[config.mk]
export PLATFORM = sky130hd
export DESIGN_NAME = axil_sram_bridge_flat
export DESIGN_NICKNAME = d
export VERILOG_FILES = /design/src/rtl/axil_sram_pkg.sv /design/src/rtl/axil_sram_bridge_if.sv /design/src/rtl/axil_sram_bridge.sv /design/src/flat_wrapper.sv
export SDC_FILE = /design/constraint.sdc
export NUM_CORES = 1
export LEC_CHECK = 0
export BUFFER_PORTS_ARGS = -buffer_cell sky130_fd_sc_hd__buf_2
export CORE_UTILIZATION = 56
export CTS_BUF_LIST = sky130_fd_sc_hd__clkbuf_8
export CTS_CLUSTER_DIAMETER = 60
export DETAILED_ROUTE_END_ITERATION = 8
export PLACE_DENSITY = 0.87
export SYNTH_ARGS = -nofsm -noshare
export SYNTH_HDL_FRONTEND = slang
export SYNTH_SLANG_ARGS = --single-unit
[constraint.sdc]
create_clock -name clk -period 3.9 [get_ports clk]
set_input_delay 0.975 -clock clk [delete_from_list [all_inputs] [get_ports clk]]
set_output_delay 0.975 -clock clk [all_outputs]
set_load 0.02 [all_outputs]
[src/rtl/axil_sram_pkg.sv]
`default_nettype none
// ============================================================================
// Module   : axil_sram_pkg
// Purpose  : Shared types and constants for the AXI4-Lite to SRAM bridge.
//            Holds the write/read FSM state encodings and the AXI response
//            codes used by axil_sram_bridge.
// Ports    : none (package)
// Revision : 1.0 - initial release
// ============================================================================
package axil_sram_pkg;

    // Write channel FSM: capture AW/W, pulse the SRAM write, return B.
    typedef enum logic [1:0] {
        WR_IDLE  = 2'd0,
        WR_ISSUE = 2'd1,
        WR_RESP  = 2'd2
    } wr_state_e;

    // Read channel FSM: capture AR, pulse the SRAM read, wait, return R.
    typedef enum logic [1:0] {
        RD_IDLE  = 2'd0,
        RD_ISSUE = 2'd1,
        RD_WAIT  = 2'd2,
        RD_RESP  = 2'd3
    } rd_state_e;

    localparam logic [1:0] AXI_RESP_OKAY   = 2'b00;
    // Reserved for a future error path; the bridge never returns it today.
    localparam logic [1:0] AXI_RESP_SLVERR = 2'b10;

endpackage
`default_nettype wire

[src/rtl/axil_sram_bridge_if.sv]
`default_nettype none
// ============================================================================
// Module   : axil_sram_bridge_if
// Purpose  : AXI4-Lite bus bundle (AW, W, B, AR, R channels) between a
//            register-bus master and the axil_sram_bridge slave.
// Ports    : none; signals are reached through the modports
//            master : drives AW/W/AR payload+valid and B/R ready
//            slave  : drives AW/W/AR ready and B/R payload+valid
// Revision : 1.0 - initial release
// ============================================================================
interface axil_sram_bridge_if #(
    parameter int AXI_ADDR_W = 8,
    parameter int DATA_W     = 32,
    parameter int BYTE_W     = DATA_W / 8
);
    logic [AXI_ADDR_W-1:0] awaddr;
    logic                  awvalid;
    logic                  awready;

    logic [DATA_W-1:0]     wdata;
    logic [BYTE_W-1:0]     wstrb;
    logic                  wvalid;
    logic                  wready;

    logic [1:0]            bresp;
    logic                  bvalid;
    logic                  bready;

    logic [AXI_ADDR_W-1:0] araddr;
    logic                  arvalid;
    logic                  arready;

    logic [DATA_W-1:0]     rdata;
    logic [1:0]            rresp;
    logic                  rvalid;
    logic                  rready;

    modport master (
        output awaddr, awvalid, wdata, wstrb, wvalid, bready,
               araddr, arvalid, rready,
        input  awready, wready, bresp, bvalid, arready, rdata, rresp, rvalid
    );

    modport slave (
        input  awaddr, awvalid, wdata, wstrb, wvalid, bready,
               araddr, arvalid, rready,
        output awready, wready, bresp, bvalid, arready, rdata, rresp, rvalid
    );

endinterface
`default_nettype wire

[src/rtl/axil_sram_bridge.sv]
`default_nettype none
// ============================================================================
// Module   : axil_sram_bridge
// Purpose  : AXI4-Lite slave that turns register-bus reads into SRAM port A
//            reads and register-bus writes into SRAM port B masked writes.
//            Read and write channels are independent, one outstanding
//            transaction each. Every output is registered.
// Ports    : clk, rst        - clock, synchronous active-high reset
//            s_axil          - AXI4-Lite slave bundle (axil_sram_bridge_if)
//            a_en/a_re/a_addr - SRAM read request (port A)
//            a_rdata/a_rvalid - SRAM read return, one cycle after request
//            b_en/b_we/b_addr/b_wdata/b_wmask - SRAM masked write (port B)
// Revision : 1.0 - initial release
// ============================================================================
module axil_sram_bridge
    import axil_sram_pkg::*;
#(
    parameter int ADDR_W     = 6,
    parameter int DATA_W     = 32,      // only 32 is supported
    parameter int BYTE_W     = DATA_W / 8,
    parameter int AXI_ADDR_W = ADDR_W + 2
) (
    input  logic                clk,
    input  logic                rst,

    axil_sram_bridge_if.slave   s_axil,

    output logic                a_en,
    output logic                a_re,
    output logic [ADDR_W-1:0]   a_addr,
    input  logic [DATA_W-1:0]   a_rdata,
    input  logic                a_rvalid,

    output logic                b_en,
    output logic                b_we,
    output logic [ADDR_W-1:0]   b_addr,
    output logic [DATA_W-1:0]   b_wdata,
    output logic [BYTE_W-1:0]   b_wmask
);

    localparam logic [1:0] c_WR_IDLE  = WR_IDLE;
    localparam logic [1:0] c_WR_ISSUE = WR_ISSUE;
    localparam logic [1:0] c_WR_RESP  = WR_RESP;

    localparam logic [1:0] c_RD_IDLE  = RD_IDLE;
    localparam logic [1:0] c_RD_ISSUE = RD_ISSUE;
    localparam logic [1:0] c_RD_WAIT  = RD_WAIT;
    localparam logic [1:0] c_RD_RESP  = RD_RESP;

    // Byte-offset bits carry no meaning for word accesses.
    logic w_unused_addr_lsbs;
    assign w_unused_addr_lsbs = ^{s_axil.awaddr[1:0], s_axil.araddr[1:0]};

    // ------------------------------------------------------------------
    // Write channel
    // ------------------------------------------------------------------
    logic [1:0]        r_wr_state;
    logic              r_aw_done;
    logic              r_w_done;
    logic [ADDR_W-1:0] r_aw_addr;
    logic [DATA_W-1:0] r_w_data;
    logic [BYTE_W-1:0] r_w_strb;
    logic              r_awready;
    logic              r_wready;
    logic              r_bvalid;
    logic              r_b_en;
    logic [ADDR_W-1:0] r_b_addr;
    logic [DATA_W-1:0] r_b_wdata;
    logic [BYTE_W-1:0] r_b_wmask;

    logic              w_aw_hs;
    logic              w_w_hs;
    logic              w_aw_have;
    logic              w_w_have;
    logic [ADDR_W-1:0] w_wr_addr;
    logic [DATA_W-1:0] w_wr_data;
    logic [BYTE_W-1:0] w_wr_strb;

    assign w_aw_hs   = s_axil.awvalid & r_awready;
    assign w_w_hs    = s_axil.wvalid  & r_wready;
    assign w_aw_have = r_aw_done | w_aw_hs;
    assign w_w_have  = r_w_done  | w_w_hs;

    // When the second half of the pair arrives this edge, take it straight
    // from the bus so the SRAM write issues in the very next cycle.
    assign w_wr_addr = r_aw_done ? r_aw_addr : s_axil.awaddr[AXI_ADDR_W-1:2];
    assign w_wr_data = r_w_done  ? r_w_data  : s_axil.wdata;
    assign w_wr_strb = r_w_done  ? r_w_strb  : s_axil.wstrb;

    always_ff @(posedge clk) begin
        if (rst) begin
            r_wr_state <= c_WR_IDLE;
            r_aw_done  <= 1'b0;
            r_w_done   <= 1'b0;
            r_aw_addr  <= '0;
            r_w_data   <= '0;
            r_w_strb   <= '0;
            r_awready  <= 1'b0;
            r_wready   <= 1'b0;
            r_bvalid   <= 1'b0;
            r_b_en     <= 1'b0;
            r_b_addr   <= '0;
            r_b_wdata  <= '0;
            r_b_wmask  <= '0;
        end else begin
            case (r_wr_state)
                c_WR_IDLE: begin
                    if (w_aw_hs) begin
                        r_aw_done <= 1'b1;
                        r_aw_addr <= s_axil.awaddr[AXI_ADDR_W-1:2];
                    end
                    if (w_w_hs) begin
                        r_w_done <= 1'b1;
                        r_w_data <= s_axil.wdata;
                        r_w_strb <= s_axil.wstrb;
                    end
                    if (w_aw_have && w_w_have) begin
                        r_wr_state <= c_WR_ISSUE;
                        r_aw_done  <= 1'b0;
                        r_w_done   <= 1'b0;
                        r_awready  <= 1'b0;
                        r_wready   <= 1'b0;
                        r_b_en     <= 1'b1;
                        r_b_addr   <= w_wr_addr;
                        r_b_wdata  <= w_wr_data;
                        r_b_wmask  <= w_wr_strb;
                    end else begin
                        // Each ready stays up only until its own beat lands.
                        r_awready <= ~w_aw_have;
                        r_wready  <= ~w_w_have;
                    end
                end
                c_WR_ISSUE: begin
                    r_wr_state <= c_WR_RESP;
                    r_b_en     <= 1'b0;
                    r_b_addr   <= '0;
                    r_b_wdata  <= '0;
                    r_b_wmask  <= '0;
                    r_bvalid   <= 1'b1;
                end
                c_WR_RESP: begin
                    if (s_axil.bready) begin
                        r_wr_state <= c_WR_IDLE;
                        r_bvalid   <= 1'b0;
                        r_awready  <= 1'b1;
                        r_wready   <= 1'b1;
                    end
                end
                default: begin
                    r_wr_state <= c_WR_IDLE;
                end
            endcase
        end
    end

    assign s_axil.awready = r_awready;
    assign s_axil.wready  = r_wready;
    assign s_axil.bvalid  = r_bvalid;
    assign s_axil.bresp   = AXI_RESP_OKAY;

    assign b_en    = r_b_en;
    assign b_we    = r_b_en;
    assign b_addr  = r_b_addr;
    assign b_wdata = r_b_wdata;
    assign b_wmask = r_b_wmask;

    // ------------------------------------------------------------------
    // Read channel
    // ------------------------------------------------------------------
    logic [1:0]        r_rd_state;
    logic              r_arready;
    logic              r_a_en;
    logic [ADDR_W-1:0] r_a_addr;
    logic              r_rvalid;
    logic [DATA_W-1:0] r_rdata;

    always_ff @(posedge clk) begin
        if (rst) begin
            r_rd_state <= c_RD_IDLE;
            r_arready  <= 1'b0;
            r_a_en     <= 1'b0;
            r_a_addr   <= '0;
            r_rvalid   <= 1'b0;
            r_rdata    <= '0;
        end else begin
            case (r_rd_state)
                c_RD_IDLE: begin
                    if (s_axil.arvalid && r_arready) begin
                        // The issue register doubles as the address capture.
                        r_rd_state <= c_RD_ISSUE;
                        r_arready  <= 1'b0;
                        r_a_en     <= 1'b1;
                        r_a_addr   <= s_axil.araddr[AXI_ADDR_W-1:2];
                    end else begin
                        r_arready <= 1'b1;
                    end
                end
                c_RD_ISSUE: begin
                    r_rd_state <= c_RD_WAIT;
                    r_a_en     <= 1'b0;
                    r_a_addr   <= '0;
                end
                c_RD_WAIT: begin
                    // Only a return seen here belongs to our request.
                    if (a_rvalid) begin
                        r_rd_state <= c_RD_RESP;
                        r_rdata    <= a_rdata;
                        r_rvalid   <= 1'b1;
                    end
                end
                c_RD_RESP: begin
                    if (s_axil.rready) begin
                        r_rd_state <= c_RD_IDLE;
                        r_rvalid   <= 1'b0;
                        r_arready  <= 1'b1;
                    end
                end
                default: begin
                    r_rd_state <= c_RD_IDLE;
                end
            endcase
        end
    end

    assign s_axil.arready = r_arready;
    assign s_axil.rvalid  = r_rvalid;
    assign s_axil.rdata   = r_rdata;
    assign s_axil.rresp   = AXI_RESP_OKAY;

    assign a_en   = r_a_en;
    assign a_re   = r_a_en;
    assign a_addr = r_a_addr;

endmodule
`default_nettype wire

[src/flat_wrapper.sv]
// flat-port wrapper written by rule: the top's interface ports become plain ports
module axil_sram_bridge_flat import axil_sram_pkg::*;
#(
    parameter int ADDR_W     = 6,
    parameter int DATA_W     = 32,                             
    parameter int BYTE_W     = DATA_W / 8,
    parameter int AXI_ADDR_W = ADDR_W + 2
)
  (clk, rst, a_en, a_re, a_addr, a_rdata, a_rvalid, b_en, b_we, b_addr, b_wdata, b_wmask, s_axil_awaddr, s_axil_awvalid, s_axil_wdata, s_axil_wstrb, s_axil_wvalid, s_axil_bready, s_axil_araddr, s_axil_arvalid, s_axil_rready, s_axil_awready, s_axil_wready, s_axil_bresp, s_axil_bvalid, s_axil_arready, s_axil_rdata, s_axil_rresp, s_axil_rvalid);
  axil_sram_bridge_if #(.AXI_ADDR_W(AXI_ADDR_W), .DATA_W(DATA_W), .BYTE_W(BYTE_W)) s_axil_i ();
  input  logic clk;
  input  logic rst;
  output logic a_en;
  output logic a_re;
  output logic [ADDR_W-1:0] a_addr;
  input  logic [DATA_W-1:0] a_rdata;
  input  logic a_rvalid;
  output logic b_en;
  output logic b_we;
  output logic [ADDR_W-1:0] b_addr;
  output logic [DATA_W-1:0] b_wdata;
  output logic [BYTE_W-1:0] b_wmask;
  input wire logic [$bits(s_axil_i.awaddr)-1:0] s_axil_awaddr;
  input wire logic [$bits(s_axil_i.awvalid)-1:0] s_axil_awvalid;
  input wire logic [$bits(s_axil_i.wdata)-1:0] s_axil_wdata;
  input wire logic [$bits(s_axil_i.wstrb)-1:0] s_axil_wstrb;
  input wire logic [$bits(s_axil_i.wvalid)-1:0] s_axil_wvalid;
  input wire logic [$bits(s_axil_i.bready)-1:0] s_axil_bready;
  input wire logic [$bits(s_axil_i.araddr)-1:0] s_axil_araddr;
  input wire logic [$bits(s_axil_i.arvalid)-1:0] s_axil_arvalid;
  input wire logic [$bits(s_axil_i.rready)-1:0] s_axil_rready;
  output wire logic [$bits(s_axil_i.awready)-1:0] s_axil_awready;
  output wire logic [$bits(s_axil_i.wready)-1:0] s_axil_wready;
  output wire logic [$bits(s_axil_i.bresp)-1:0] s_axil_bresp;
  output wire logic [$bits(s_axil_i.bvalid)-1:0] s_axil_bvalid;
  output wire logic [$bits(s_axil_i.arready)-1:0] s_axil_arready;
  output wire logic [$bits(s_axil_i.rdata)-1:0] s_axil_rdata;
  output wire logic [$bits(s_axil_i.rresp)-1:0] s_axil_rresp;
  output wire logic [$bits(s_axil_i.rvalid)-1:0] s_axil_rvalid;
  assign s_axil_i.awaddr = s_axil_awaddr;
  assign s_axil_i.awvalid = s_axil_awvalid;
  assign s_axil_i.wdata = s_axil_wdata;
  assign s_axil_i.wstrb = s_axil_wstrb;
  assign s_axil_i.wvalid = s_axil_wvalid;
  assign s_axil_i.bready = s_axil_bready;
  assign s_axil_i.araddr = s_axil_araddr;
  assign s_axil_i.arvalid = s_axil_arvalid;
  assign s_axil_i.rready = s_axil_rready;
  assign s_axil_awready = s_axil_i.awready;
  assign s_axil_wready = s_axil_i.wready;
  assign s_axil_bresp = s_axil_i.bresp;
  assign s_axil_bvalid = s_axil_i.bvalid;
  assign s_axil_arready = s_axil_i.arready;
  assign s_axil_rdata = s_axil_i.rdata;
  assign s_axil_rresp = s_axil_i.rresp;
  assign s_axil_rvalid = s_axil_i.rvalid;
  axil_sram_bridge #(.ADDR_W(ADDR_W), .DATA_W(DATA_W), .BYTE_W(BYTE_W), .AXI_ADDR_W(AXI_ADDR_W)) u_core (.clk(clk), .rst(rst), .s_axil(s_axil_i), .a_en(a_en), .a_re(a_re), .a_addr(a_addr), .a_rdata(a_rdata), .a_rvalid(a_rvalid), .b_en(b_en), .b_we(b_we), .b_addr(b_addr), .b_wdata(b_wdata), .b_wmask(b_wmask));
endmodule
; ---- Word-level counts from Yosys, hierarchy flattened
; Index checks and enable logic that the tools add are counted.
[totals]
register_bits = 135
wordCells = 99
in_bits = 92
[classes]
eq_ne = 10
n_reduce_logical = 25
muxes = 39
n_bitwise = 6
[ops]
columns = cell, count
row1 = $mux 32, 2
row2 = $pmux 32 s2, 1
row3 = $pmux 6 s2, 2
row4 = $reduce_and 2->1, 11
row5 = $mux 6, 3
row6 = $reduce_bool 2->1, 8
row7 = $mux 1, 14
row8 = $pmux 1 s2, 7
row9 = $mux 2, 5
row10 = $mux 4, 2
row11 = $pmux 2 s4, 1
row12 = $pmux 4 s2, 1
row13 = $eq 2x2->1 const B, 3
row14 = $ne 2x2->1 const B, 3
row15 = $pmux 2 s3, 1
row16 = $reduce_and 3->1, 2
row17 = $eq 2x1->1 const B, 2
row18 = $logic_not 2->1, 2
row19 = $ne 2x1->1 const B, 2
row20 = $and 1x1->1, 2
row21 = $logic_and 1x1->1, 2
row22 = $not 1->1, 2
row23 = $or 1x1->1, 2

; ---- Depth between registers and ports, before layout
; Gate-level depths: netlist of the first run.
[depth]
word_depth = 5
ltp_mapped = 7
mapped_depth_nobuf = 5

; ---- Worst setup path after synthesis of the first run
; OpenSTA, ideal clock, no wires.
[synth_path]
path_type = in2reg
startpoint = input port rst
endpoint = register u_core.r_b_addr[0] (netlist: u_core.b_addr[0])
path_buffers = 2
arrival_time_ns = 1.945
path_stages = 5
required_time_ns = 3.832
setup_slack_ns = 1.887
setup_ns = 0.068
path_cell_list = or3_1 -> or3_1 -> buf_6 -> buf_12 -> o2bb2ai_2
[synth_lines]
columns = item, line
row1 = "start, declared", flat_wrapper.sv:12  ; input logic rst;
row2 = "end signal, assigned", axil_sram_bridge.sv:124  ; r_b_addr <= w_wr_addr;
row3 = "end, declared", axil_sram_bridge.sv:67  ; logic [ADDR_W-1:0] r_b_addr;

==> metrics.log, run 1 <==
INFO  metric max_cap_viol_count = 0
INFO  metric synth_enable_flop_cells = 0
INFO  metric rr_startpoint = u_core.r_wr_state[1]
INFO  metric cell_count_after_placement = 869
INFO  metric worstSetupEndpointType = flip-flop
INFO  metric ant_nets = 0
INFO  metric worst-endpoint-arrival = 2.58 ns
INFO  metric post-route-period-util = 57.7%
INFO  metric hold_path.class = flip-flop to flip-flop
INFO  metric ctsRootBufferMaster = sky130_fd_sc_hd__clkbuf_8
INFO  metric final_cells = 901
INFO  metric num_io_pins = 185
INFO  metric clk_path_buf_depth = 2
INFO  metric antenna_found_initial = 1
INFO  metric synthesis.yosys.warnings = 0
INFO  metric critPathLaunchType = input port
INFO  metric route.vias.total = 4,834
INFO  metric clk-insertion-delay-late = 0.43 ns
INFO  metric drc = 0
INFO  metric slew_headroom = 17.2%
INFO  metric final_core_util = 71.0%
INFO  metric max_freq = 444 MHz
INFO  metric post_route_cells_drive_above_1_share = 33.9%
INFO  metric fill_cells = 780
INFO  metric dieWidth = 102 microns
INFO  metric min-delay-start = u_core.r_w_data[28]
INFO  metric post_cts_hold_buffer_count = 0
INFO  metric rsz0062_at_grt = false
INFO  metric grt_start_max_net_pins = 86
INFO  metric grt.total_usage = 25.1%
INFO  metric power.ir.vdd_worst = 287 uV
INFO  metric globalplace.congestion = about 0.82
INFO  metric io_buffers = 176
INFO  metric sinks_on_clock_net = 135
INFO  metric critical_path_peak_fanout = 85
INFO  metric grt_first_pass_wirelength = 20.5 mm
INFO  metric drt-wirelength-per-cell = around 15 microns
INFO  metric synth-seq-area-share = 47.9%
INFO  metric grt.overflow.total = 0
INFO  metric syn2layout_area_growth = 22.9%
INFO  metric timing_worst_setup_path_type = input port to flip-flop
INFO  metric synth_area_per_cell = 9.37 sq um
INFO  metric netlist_area = around 5600 sq um
INFO  metric ys.flop_type = sky130_fd_sc_hd__dfxtp_1
INFO  metric hpwl = 9.26 mm
INFO  metric postSynthRegisterBits = 135
INFO  metric clkSlewWorstSetupHoldPaths = 0.07 ns
INFO  metric total_leakage_power = 0.00301 uW
INFO  metric setup_total_negative_slack = 0 ns
INFO  metric post_cts.repair.setup_buffers = 0
INFO  metric start_util = 57.8%
INFO  metric netlist_instances = roughly 600
INFO  metric p_per_area = 515 nW/um^2
INFO  metric run_status = completed
INFO  metric synth_cell_type_count = 42
INFO  metric first_pass_iters = 5
INFO  metric fin_worst_skew = about 0.011 ns
INFO  metric setup-violations-final = 0
INFO  metric die_y = 102 microns
INFO  metric drt-initial-drc-count = 159
INFO  metric min_hold_slack = 0.455 ns
INFO  metric design.core.area = 9770 sq um
INFO  metric synthArstFlopShare = 0%
INFO  metric final-max-slew-violation-count = 0
INFO  metric cts_buffers = 17
INFO  metric number_of_h_tree_branching_levels = 4
INFO  metric fp-row-count = 36
INFO  metric design.die.area = 10,500 sq um
INFO  metric number_of_global_route_vias_before_repair = 4,627
INFO  metric routed_via_density = 5.37
INFO  metric worst_ep_required_time = about 4.2 ns
INFO  metric final_hold_viol_count = 0
INFO  metric worst_tran_pin_value = 1.24 ns
INFO  metric finish.net_count = 851
INFO  metric cts_repair_resize_count = 0
INFO  metric timing.critical_path.from = rst
INFO  metric layout_min_cycle_time = 2.25 ns
INFO  metric postRouteWirelength = 13.3 mm
INFO  metric cts_tree = done
metrics by stage:
stage                     power [uW]  cell area, sq um  setup WS [ns]
after floorplan                 2050              5660           1.89
after global placement          2200              6460           1.25
after detailed placement        2230              6460           1.18
after CTS                       3590              6940           1.64
after global routing            3730              6940           1.54
final                           3570              6940           1.65
registers in the layout, indices dropped and copies added, names as in the netlist, 4 cells and up:
| signal | cells |
|---|---|
| u_core.b_addr | 6 |
| u_core.r_w_data | 32 |
| u_core.a_addr | 6 |
| u_core.r_w_strb | 4 |
| u_core.s_axil.rdata | 32 |
| u_core.r_aw_addr | 6 |
| u_core.b_wmask | 4 |
| u_core.b_wdata | 32 |
synth_stat cells (5+ instances only):
cell | n | area share (%)
sky130_fd_sc_hd__buf_2 | 11 | 0.97
sky130_fd_sc_hd__a21oi_1 | 80 | 7.1
sky130_fd_sc_hd__dfxtp_1 | 135 | 48
sky130_fd_sc_hd__o21a_1 | 5 | 0.66
sky130_fd_sc_hd__nand3_1 | 42 | 3.7
sky130_fd_sc_hd__buf_4 | 11 | 1.5
sky130_fd_sc_hd__mux2_2 | 19 | 3.8
sky130_fd_sc_hd__buf_6 | 5 | 1.0
sky130_fd_sc_hd__clkbuf_1 | 22 | 1.5
sky130_fd_sc_hd__mux2i_1 | 46 | 8.2
sky130_fd_sc_hd__inv_1 | 6 | 0.40
sky130_fd_sc_hd__nor2_1 | 8 | 0.53
sky130_fd_sc_hd__o2bb2ai_2 | 17 | 4.5
sky130_fd_sc_hd__nand2_1 | 139 | 9.2
sky130_fd_sc_hd__nand3b_1 | 6 | 0.80
metal layers:
| layer | part of all wire, % | GRT usage, % | wire length (microns) | vias up |
|---|---|---|---|---|
| met5 | 0 | 0 | 0 | - |
| met4 | 1.9 | 12.0 | 248 | 0 |
| met3 | 4.6 | 7.93 | 616 | 20 |
| met2 | 52 | 43.7 | 6920 | 129 |
| met1 | 41 | 27.6 | 5490 | 2316 |
| li1 | - | - | - | 2369 |
cell type report:
cell class	count	area [sq um]	area share (%)
Sequential cell	135	2700	39.0
Multi-Input combinational cell	411	2630	37.9
Timing Repair Buffer	184	941	13.6
Clock buffer	18	248	3.57
Clock inverter	13	229	3.30
Tap cell	133	166	2.40
Inverter	6	22.5	0.324
Antenna cell	1	2.50	0.0361
report_power, final:
group,internal [uW],switching [uW]
clock,837,528
sequential,1480,69.1
combinational,259,396
cell families (layout without fill, tap and decap cells):
family	count (synthesis)	after routing	share of synthesized area, %
multiplexers	65	65	11.9
AND/OR/NAND/NOR	215	215	16.8
flip-flops	135	135	47.9
buffers and inverters	60	221	6.20
adder cells (fa/ha/maj)	4	4	0.886
AO/OA/AOI/OAI	123	123	16.3
other	1	5	0.0664
cell usage in the layout, fill, tap and decap left out, types with 2 or more instances in the layout:
master                       netlist  final
sky130_fd_sc_hd__a211oi_1          2      2
sky130_fd_sc_hd__a21oi_1          80     80
sky130_fd_sc_hd__and3_1            2      2
sky130_fd_sc_hd__buf_2            11    176
sky130_fd_sc_hd__buf_4            11      8
sky130_fd_sc_hd__bufinv_16         0      6
sky130_fd_sc_hd__clkbuf_8          0     18
sky130_fd_sc_hd__clkinv_4          0      2
sky130_fd_sc_hd__clkinvlp_4        0      3
sky130_fd_sc_hd__conb_1            1      4
sky130_fd_sc_hd__dfxtp_1         135    134
sky130_fd_sc_hd__ha_1              4      4
sky130_fd_sc_hd__inv_1             6      7
sky130_fd_sc_hd__mux2_2           19     19
sky130_fd_sc_hd__mux2i_1          46     46
sky130_fd_sc_hd__nand2_1         139    139
sky130_fd_sc_hd__nand2b_1          4      4
sky130_fd_sc_hd__nand3_1          42     42
sky130_fd_sc_hd__nand3b_1          6      6
sky130_fd_sc_hd__nor2_1            8      8
sky130_fd_sc_hd__nor2b_1           2      2
sky130_fd_sc_hd__o21a_1            5      5
sky130_fd_sc_hd__o221a_2           2      2
sky130_fd_sc_hd__o2bb2ai_1         4      4
sky130_fd_sc_hd__o2bb2ai_2        17     17
sky130_fd_sc_hd__o2bb2ai_4         2      2
sky130_fd_sc_hd__o311a_1           2      2
sky130_fd_sc_hd__o31a_1            3      3
sky130_fd_sc_hd__or3_1             4      4
path summary, 6_finish.rpt:
path	depth (start not counted)	end	slack, ns
worst min-delay path	2	u_core.r_w_data[28]	0.46
worst max register to register	4	u_core.b_wdata[6]	1.74
worst min register to register	2	u_core.r_w_data[28]	0.46
worst max-delay path	5	u_core.b_en	1.65
worst max-delay path, cell delays in order:
cell	delay [ns]
sky130_fd_sc_hd__buf_2	0.09
sky130_fd_sc_hd__buf_4	0.67
sky130_fd_sc_hd__inv_1	0.15
sky130_fd_sc_hd__o31a_2	0.38
sky130_fd_sc_hd__a21bo_2	0.30
Note: power is estimated with default switching activity, not from simulation.
==> run 2, diff against run 1 <==
--- a/config.mk
+++ b/config.mk
@@ -5,12 +5,13 @@
 export SDC_FILE = /design/constraint.sdc
 export NUM_CORES = 1
 export LEC_CHECK = 0
+export ABC_AREA = 1
 export BUFFER_PORTS_ARGS = -buffer_cell sky130_fd_sc_hd__buf_2
-export CORE_UTILIZATION = 56
+export CORE_UTILIZATION = 52
 export CTS_BUF_LIST = sky130_fd_sc_hd__clkbuf_8
 export CTS_CLUSTER_DIAMETER = 60
 export DETAILED_ROUTE_END_ITERATION = 8
-export PLACE_DENSITY = 0.87
+export PLACE_DENSITY = 0.82
 export SYNTH_ARGS = -nofsm -noshare
 export SYNTH_HDL_FRONTEND = slang
 export SYNTH_SLANG_ARGS = --single-unit
==> constraint.sdc (replaced) <==
create_clock -name clk -period 2.2 [get_ports clk]
set_input_delay 0.55 -clock clk [delete_from_list [all_inputs] [get_ports clk]]
set_output_delay 0.55 -clock clk [all_outputs]
set_load 0.02 [all_outputs]
==> metrics.log, run 2 <==
INFO  metric fin_worst_skew = 0.0124 ns
INFO  metric crit_chain = inv_1 > ha_1 > nand2_1 > inv_1 > buf_4 > nor2_1 > nor2_1
INFO  metric crit_slowest_cell = sky130_fd_sc_hd__dfxtp_1
INFO  metric synth_area_per_cell = ~7.4 sq um
INFO  metric multi_input_logic_area = 2340 sq um
INFO  metric yosys-top-cells-area = sky130_fd_sc_hd__dfxtp_1 48%, sky130_fd_sc_hd__o21ai_0 11%, sky130_fd_sc_hd__nand2_1 9.6%, sky130_fd_sc_hd__nor2_1 7.6%, sky130_fd_sc_hd__inv_1 4.6%
INFO  metric worst-endpoint-arrival = between 1.5 and 2 ns
INFO  metric post-route-period-util = between 70% and 80%
INFO  metric start_util = approximately 54%
INFO  metric ant_nets = 0
INFO  metric hpwl = 8.77 mm
INFO  metric fp-row-count = 37
INFO  metric critPathLaunchType = flip-flop
INFO  metric synth_area_leader_cell = sky130_fd_sc_hd__dfxtp_1
INFO  metric antenna_found_initial = 0
INFO  metric drt-initial-drc-count = 305
INFO  metric synth_top_area_share = 48.2%
INFO  metric ctsRootBufferMaster = sky130_fd_sc_hd__clkbuf_8
INFO  metric cts_buffers = 17
INFO  metric synth-seq-area-share = about half
INFO  metric yosys.cell_count.top_type = sky130_fd_sc_hd__nand2_1
INFO  metric critical_path_peak_fanout = 33
INFO  metric grt_start_max_net_pins = between 60 and 70
INFO  metric timing_worst_setup_path_type = flip-flop to flip-flop
INFO  metric synthesis.yosys.warnings = 0
INFO  metric first_pass_iters = 4
INFO  metric post_cts_hold_buffer_count = 0
INFO  metric ff_latch_area = 2700 sq um
INFO  metric max_cap_viol_count = 0
INFO  metric grt_first_pass_wirelength = 20.8 mm
INFO  metric postRouteWirelength = roughly 13 mm
INFO  metric setup-violations-final = 0
INFO  metric total_leakage_power = 0.00337 uW
INFO  metric clk_path_buf_depth = 2
INFO  metric final-max-slew-violation-count = 0
INFO  metric worstSetupEndpointType = flip-flop
INFO  metric max_freq = 636 MHz
INFO  metric sinks_on_clock_net = ~140
INFO  metric finish.net_count = 1,015
INFO  metric p_per_area = 971 nW/um^2
INFO  metric clkSlewWorstSetupHoldPaths = 0.08 ns
INFO  metric layout.cells.most_common = sky130_fd_sc_hd__buf_2
INFO  metric rsz0062_at_grt = false
INFO  metric fill_cells = 947
INFO  metric ys.flop_type = sky130_fd_sc_hd__dfxtp_1
INFO  metric grt.total_usage = 22.9%
INFO  metric slowest_delay = 0.37 ns
INFO  metric synth_cell_type_count = 28
INFO  metric design.die.area = approximately 11,000 sq um
INFO  metric design.core.area = 10,400 sq um
INFO  metric post_route_cells_drive_above_1_share = 26.5%
INFO  metric power.ir.vdd_worst = about 450 uV
INFO  metric routed_via_density = ~5
INFO  metric antenna_cells = 0
INFO  metric final_core_util = 66.2%
INFO  metric layout_min_cycle_time = 1.57 ns
INFO  metric min_hold_slack = 0.369 ns
INFO  metric cts_repair_resize_count = 0
INFO  metric netlist_area = 5610 sq um
INFO  metric drt-wirelength-per-cell = 12.0 microns
INFO  metric io_buffers = 176
INFO  metric worst_ep_required_time = 2.52 ns
INFO  metric postSynthRegisterBits = 135
INFO  metric synth_enable_flop_cells = 0
INFO  metric cts_tree = done
INFO  metric run_status = completed
INFO  metric dieWidth = 106 microns
INFO  metric post_cts.repair.setup_buffers = 0
INFO  metric die_y = 106 microns
INFO  metric yosys-top-cells-count = 144 x sky130_fd_sc_hd__nand2_1, 135 x sky130_fd_sc_hd__dfxtp_1, 121 x sky130_fd_sc_hd__o21ai_0
INFO  metric syn2layout_area_growth = 22.4%
INFO  metric globalplace.congestion = 0.775
INFO  metric final_hold_viol_count = 0
INFO  metric most-common-layout-cells = 176 x sky130_fd_sc_hd__buf_2, 144 x sky130_fd_sc_hd__nand2_1, 134 x sky130_fd_sc_hd__dfxtp_1, 121 x sky130_fd_sc_hd__o21ai_0, 114 x sky130_fd_sc_hd__nor2_1
INFO  metric number_of_h_tree_branching_levels = 4
INFO  metric route.vias.total = 5,248
INFO  metric netlist_instances = about 760
INFO  metric grt.overflow.total = 0
INFO  metric clk-insertion-delay-late = 0.42 ns
INFO  metric drc = 0
INFO  metric synthArstFlopShare = 0%
INFO  metric number_of_global_route_vias_before_repair = 4,582
INFO  metric setup_total_negative_slack = 0 ns
INFO  metric hold_path.class = input port to flip-flop
INFO  metric num_io_pins = 185
==> run 2: changes by cell type in the layout (fill, tap and decap cells not counted), sizes merged, moves of 8 or more <==
cell,delta
mux2i,-46
o2bb2ai,-23
nor2,+109
a21oi,-29
nand3,-14
inv,+71
o21ai,+137
nand4,+8
mux2,-19
nand2,+11
==> run 2: final timing paths <==
| kind | start | to | slack (ns) | cells after the start |
|---|---|---|---|---|
| worst min register to register | u_core.s_axil.rvalid | u_core.s_axil.rvalid | 0.47 | 2 |
| worst max-delay path | u_core.r_rd_state[0] | u_core.s_axil.rdata[31] | 0.63 | 7 |
| worst max register to register | u_core.r_rd_state[0] | u_core.s_axil.rdata[31] | 0.63 | 7 |
| worst min-delay path | s_axil_wdata[2] | u_core.r_w_data[2] | 0.37 | 3 |
==> run 2: worst max-delay path: cells and delay by family, from the launching register on <==
kind	cells	cell delay (ns)
buf+inv	3	0.40
simple gates	3	0.46
fa+ha+maj	1	0.24
flops	1	0.37
==> run 2: kinds of logic after synthesis <==
group / Yosys count / share of synthesized area (%)
simple gates: 304 / 22.3
compound gates: 192 / 18.2
flops: 135 / 48.2
fa+ha+maj: 4 / 0.892
buf+inv: 125 / 10.4
other cells: 1 / 0.0668
==> run 2: layer usage <==
metal / global-route usage, % / part of all wire [%] / up-vias
met5: 0 / 0 / -
met2: 38.2 / 47 / 162
met3: 6.31 / 7.1 / 15
li1: - / - / 2740
met4: 8.13 / 1.3 / 0
met1: 28.4 / 44 / 2331
==> run 2: through the flow <==
step	cell area (sq um)	cells	total power, uW	worst slack (ns)
after floorplan	5620	764	4210	0.873
after global placement	6470	1036	4670	0.527
after detailed placement	6470	1036	4700	0.516
after CTS	6870	1068	6720	0.620
after global routing	6870	1068	7060	0.486
final	6870	1068	6670	0.628
==> run 2: power breakdown <==
group / internal (uW) / total (uW) / switching (uW)
Combinational: 583 / 1730 / 1150
Clock: 1040 / 2020 / 974
Sequential: 2760 / 2920 / 156
Total: 4390 / 6670 / 2280
==> run 2: layout make-up <==
class	instances	share of cell area, %
Tap cell	136	2.48
Timing Repair Buffer	187	14.2
Sequential cell	135	39.4
Multi-Input combinational cell	504	34.1
Clock inverter	14	2.15
Inverter	74	4.06
Clock buffer	18	3.61
==> run 3, diff against run 2 <==
--- a/config.mk
+++ b/config.mk
@@ -5,13 +5,13 @@
 export SDC_FILE = /design/constraint.sdc
 export NUM_CORES = 1
 export LEC_CHECK = 0
-export ABC_AREA = 1
+export ABC_AREA = 0
 export BUFFER_PORTS_ARGS = -buffer_cell sky130_fd_sc_hd__buf_2
-export CORE_UTILIZATION = 52
+export CORE_UTILIZATION = 47
 export CTS_BUF_LIST = sky130_fd_sc_hd__clkbuf_8
 export CTS_CLUSTER_DIAMETER = 60
 export DETAILED_ROUTE_END_ITERATION = 8
-export PLACE_DENSITY = 0.82
+export PLACE_DENSITY = 0.78
 export SYNTH_ARGS = -nofsm -noshare
 export SYNTH_HDL_FRONTEND = slang
 export SYNTH_SLANG_ARGS = --single-unit
==> constraint.sdc (replaced) <==
create_clock -name clk -period 1.32 [get_ports clk]
set_input_delay 0.33 -clock clk [delete_from_list [all_inputs] [get_ports clk]]
set_output_delay 0.33 -clock clk [all_outputs]
set_load 0.02 [all_outputs]
==> metrics.log, run 3 (synthesis results as in run 1) <==
INFO  metric run_status = finished, violations left
INFO  metric failed_checks = design-rule violations, negative setup slack
INFO  metric route.vias.total = 5,107
INFO  metric power.sequential.fraction = a little over 40%
INFO  metric design.die.area = ~12,000 sq um
INFO  metric fill_cells = around 900
INFO  metric number_of_h_tree_branching_levels = 4
INFO  metric dieWidth = between 100 and 150 microns
INFO  metric number_of_global_route_vias_before_repair = 4,990
INFO  metric rr_startpoint = u_core.r_wr_state[1]
INFO  metric final_cells = approximately 950
INFO  metric final_hold_viol_count = 0
INFO  metric switching_share = between 20% and 30%
INFO  metric first_pass_iters = 8
INFO  metric clkSlewWorstSetupHoldPaths = 0.08 ns
INFO  metric p_comb_share = between 20% and 30%
INFO  metric antenna_found_initial = 0
INFO  metric post-route-period-util = 109%
INFO  metric post_cts_hold_buffer_count = 0
INFO  metric postRouteWirelength = 15.4 mm
INFO  metric dr.max_layer_used = met4
INFO  metric syn2layout_area_growth = 38.9%
INFO  metric sinks_on_clock_net = about 140
INFO  metric ant_nets = 0
INFO  metric drt-initial-drc-count = 396
INFO  metric antenna_cells = 0
INFO  metric grt.overflow.total = 0
INFO  metric timing_worst_setup_path_type = flip-flop to flip-flop
INFO  metric worstRegToRegCells = 4
INFO  metric layout_min_cycle_time = 1.44 ns
INFO  metric power.ir.vdd_worst = 840 uV
INFO  metric max_freq = roughly 690 MHz
INFO  metric critical_path_peak_fanout = 10
INFO  metric grt_start_max_net_pins = 37
INFO  metric power.clock.fraction = 36.3%
INFO  metric globalplace.congestion = 0.782
INFO  metric reg2reg_to = u_core.b_wdata[24]
INFO  metric design.core.area = 11,600 sq um
INFO  metric cell_count_after_placement = 904
INFO  metric worst-endpoint-arrival = 1.82 ns
INFO  metric timing.reg2reg.setup_slack = -0.12 ns
INFO  metric hpwl = 10.0 mm
INFO  metric finish.net_count = 889
INFO  metric worstSetupEndpointType = flip-flop
INFO  metric p_int = 8190 uW
INFO  metric report.power.total = 11,400 uW
INFO  metric start_util = between 40% and 50%
INFO  metric num_io_pins = around 190
INFO  metric fin_worst_skew = 0.0112 ns
INFO  metric p_per_area = between 1000 and 1500 nW/um^2
INFO  metric post_route_cells_drive_above_1_share = 45.4%
INFO  metric min-delay-start = a_rdata[11]
INFO  metric clk_path_buf_depth = 2
INFO  metric ctsRootBufferMaster = sky130_fd_sc_hd__clkbuf_8
INFO  metric route.met2.wl = 7.84 mm
INFO  metric cts_buffers = 17
INFO  metric final_design_area_no_fill = between 7000 and 8000 sq um
INFO  metric clk-insertion-delay-late = 0.44 ns
INFO  metric layout.cells.most_common = sky130_fd_sc_hd__nand2_1
INFO  metric max_cap_viol_count = 0
INFO  metric fp-row-count = 39
INFO  metric total_leakage_power = 0.00334 uW
INFO  metric grt_first_pass_wirelength = 23.4 mm
INFO  metric io_buffers = 176
INFO  metric hold_depth = 3
INFO  metric wirelength_met1 = 6.42 mm
INFO  metric total_switching_power = 3210 uW
INFO  metric placedInstanceArea = 6800 sq um
INFO  metric min_hold_slack = about 0.12 ns
INFO  metric critPathLaunchType = flip-flop
INFO  metric setup_slack = -0.125 ns
INFO  metric most-common-layout-cells = 139 x sky130_fd_sc_hd__nand2_1, 126 x sky130_fd_sc_hd__buf_2, 100 x sky130_fd_sc_hd__dfxtp_1, 73 x sky130_fd_sc_hd__buf_4, 68 x sky130_fd_sc_hd__a21oi_1
INFO  metric drt-wirelength-per-cell = 16.2 microns
INFO  metric routed_via_density = 5.38
INFO  metric drc = 12
INFO  metric routed-wl-met3 = 640 microns
INFO  metric rsz0062_at_grt = true
INFO  metric setup-violations-final = between 80 and 90
INFO  metric holdPathEnd = u_core.s_axil.rdata[11]
INFO  metric final-max-slew-violation-count = 0
INFO  metric grt.total_usage = 23.2%
INFO  metric worst_ep_required_time = ~1.7 ns
INFO  metric hold_path.class = input port to flip-flop
INFO  metric cts_tree = done
INFO  metric die_y = roughly 110 microns
## run 3: metal layers
metal	GRT usage, %	vias up
met5	0	-
met4	11.9	0
met3	5.33	44
met2	39.7	166
met1	27.2	2445
li1	-	2452
## run 3: worst max-delay path: stages, from the launching register on
cell,delay [ns]
sky130_fd_sc_hd__dfxtp_2,0.32
sky130_fd_sc_hd__or3_1,0.37
sky130_fd_sc_hd__or3_4,0.38
sky130_fd_sc_hd__buf_6,0.17
sky130_fd_sc_hd__o2bb2ai_2,0.13
## run 3: layout make-up
class,instances,area (sq um),share of cell area [%]
multi-input cells,411,2800,35.7
flip-flops and latches,135,2760,35.1
repair buffers,222,1600,20.4
clock buffers,19,262,3.33
clock inverters,13,225,2.87
well taps,143,179,2.28
inverters,6,22.5,0.287
## run 3: worst max path at each step
stage / slack [ns] / from / cells past startpoint / endpoint
final: -0.12 / u_core.r_wr_state[1] / 4 / u_core.b_wdata[24]
after global routing: -0.15 / u_core.r_wr_state[1] / 4 / u_core.b_wmask[0]
after CTS: -0.12 / u_core.r_wr_state[1] / 4 / u_core.b_wdata[31]
after detailed placement: -0.30 / rst / 6 / u_core.b_en
after global placement: -0.26 / rst / 6 / u_core.b_en
after floorplan: -0.07 / u_core.r_rd_state[0] / 7 / u_core.s_axil.rdata[0]
## run 3: power groups by stage
stage,combinational [uW],clock (uW),sequential [uW]
floorplan,1180,0,4880
global route,2820,4370,4670
CTS,2280,4190,4610
finish,2620,4140,4640
detailed placement,2160,0,4680
global placement,2100,0,4650
## run 3: per-stage QoR
stage          setup slack (ns)  setup TNS, ns  utilization (%)
2_1_floorplan           -0.0748          -3.97                -
3_3_place_gp             -0.263          -7.16             58.8
3_5_place_dp             -0.298         -10.72             58.8
4_1_cts                  -0.121          -4.61             64.7
5_1_grt                  -0.148          -8.86             67.8
6_report                 -0.125          -5.20             67.8
## run 3: repair_timing
action,4_1_cts,5_1_grt
hold endpoints to repair,0,0
resized for setup,63,73
pin swaps,1,13
buffers inserted,4,3
gates cloned,1,5
endpoints found under the setup margin,156,153
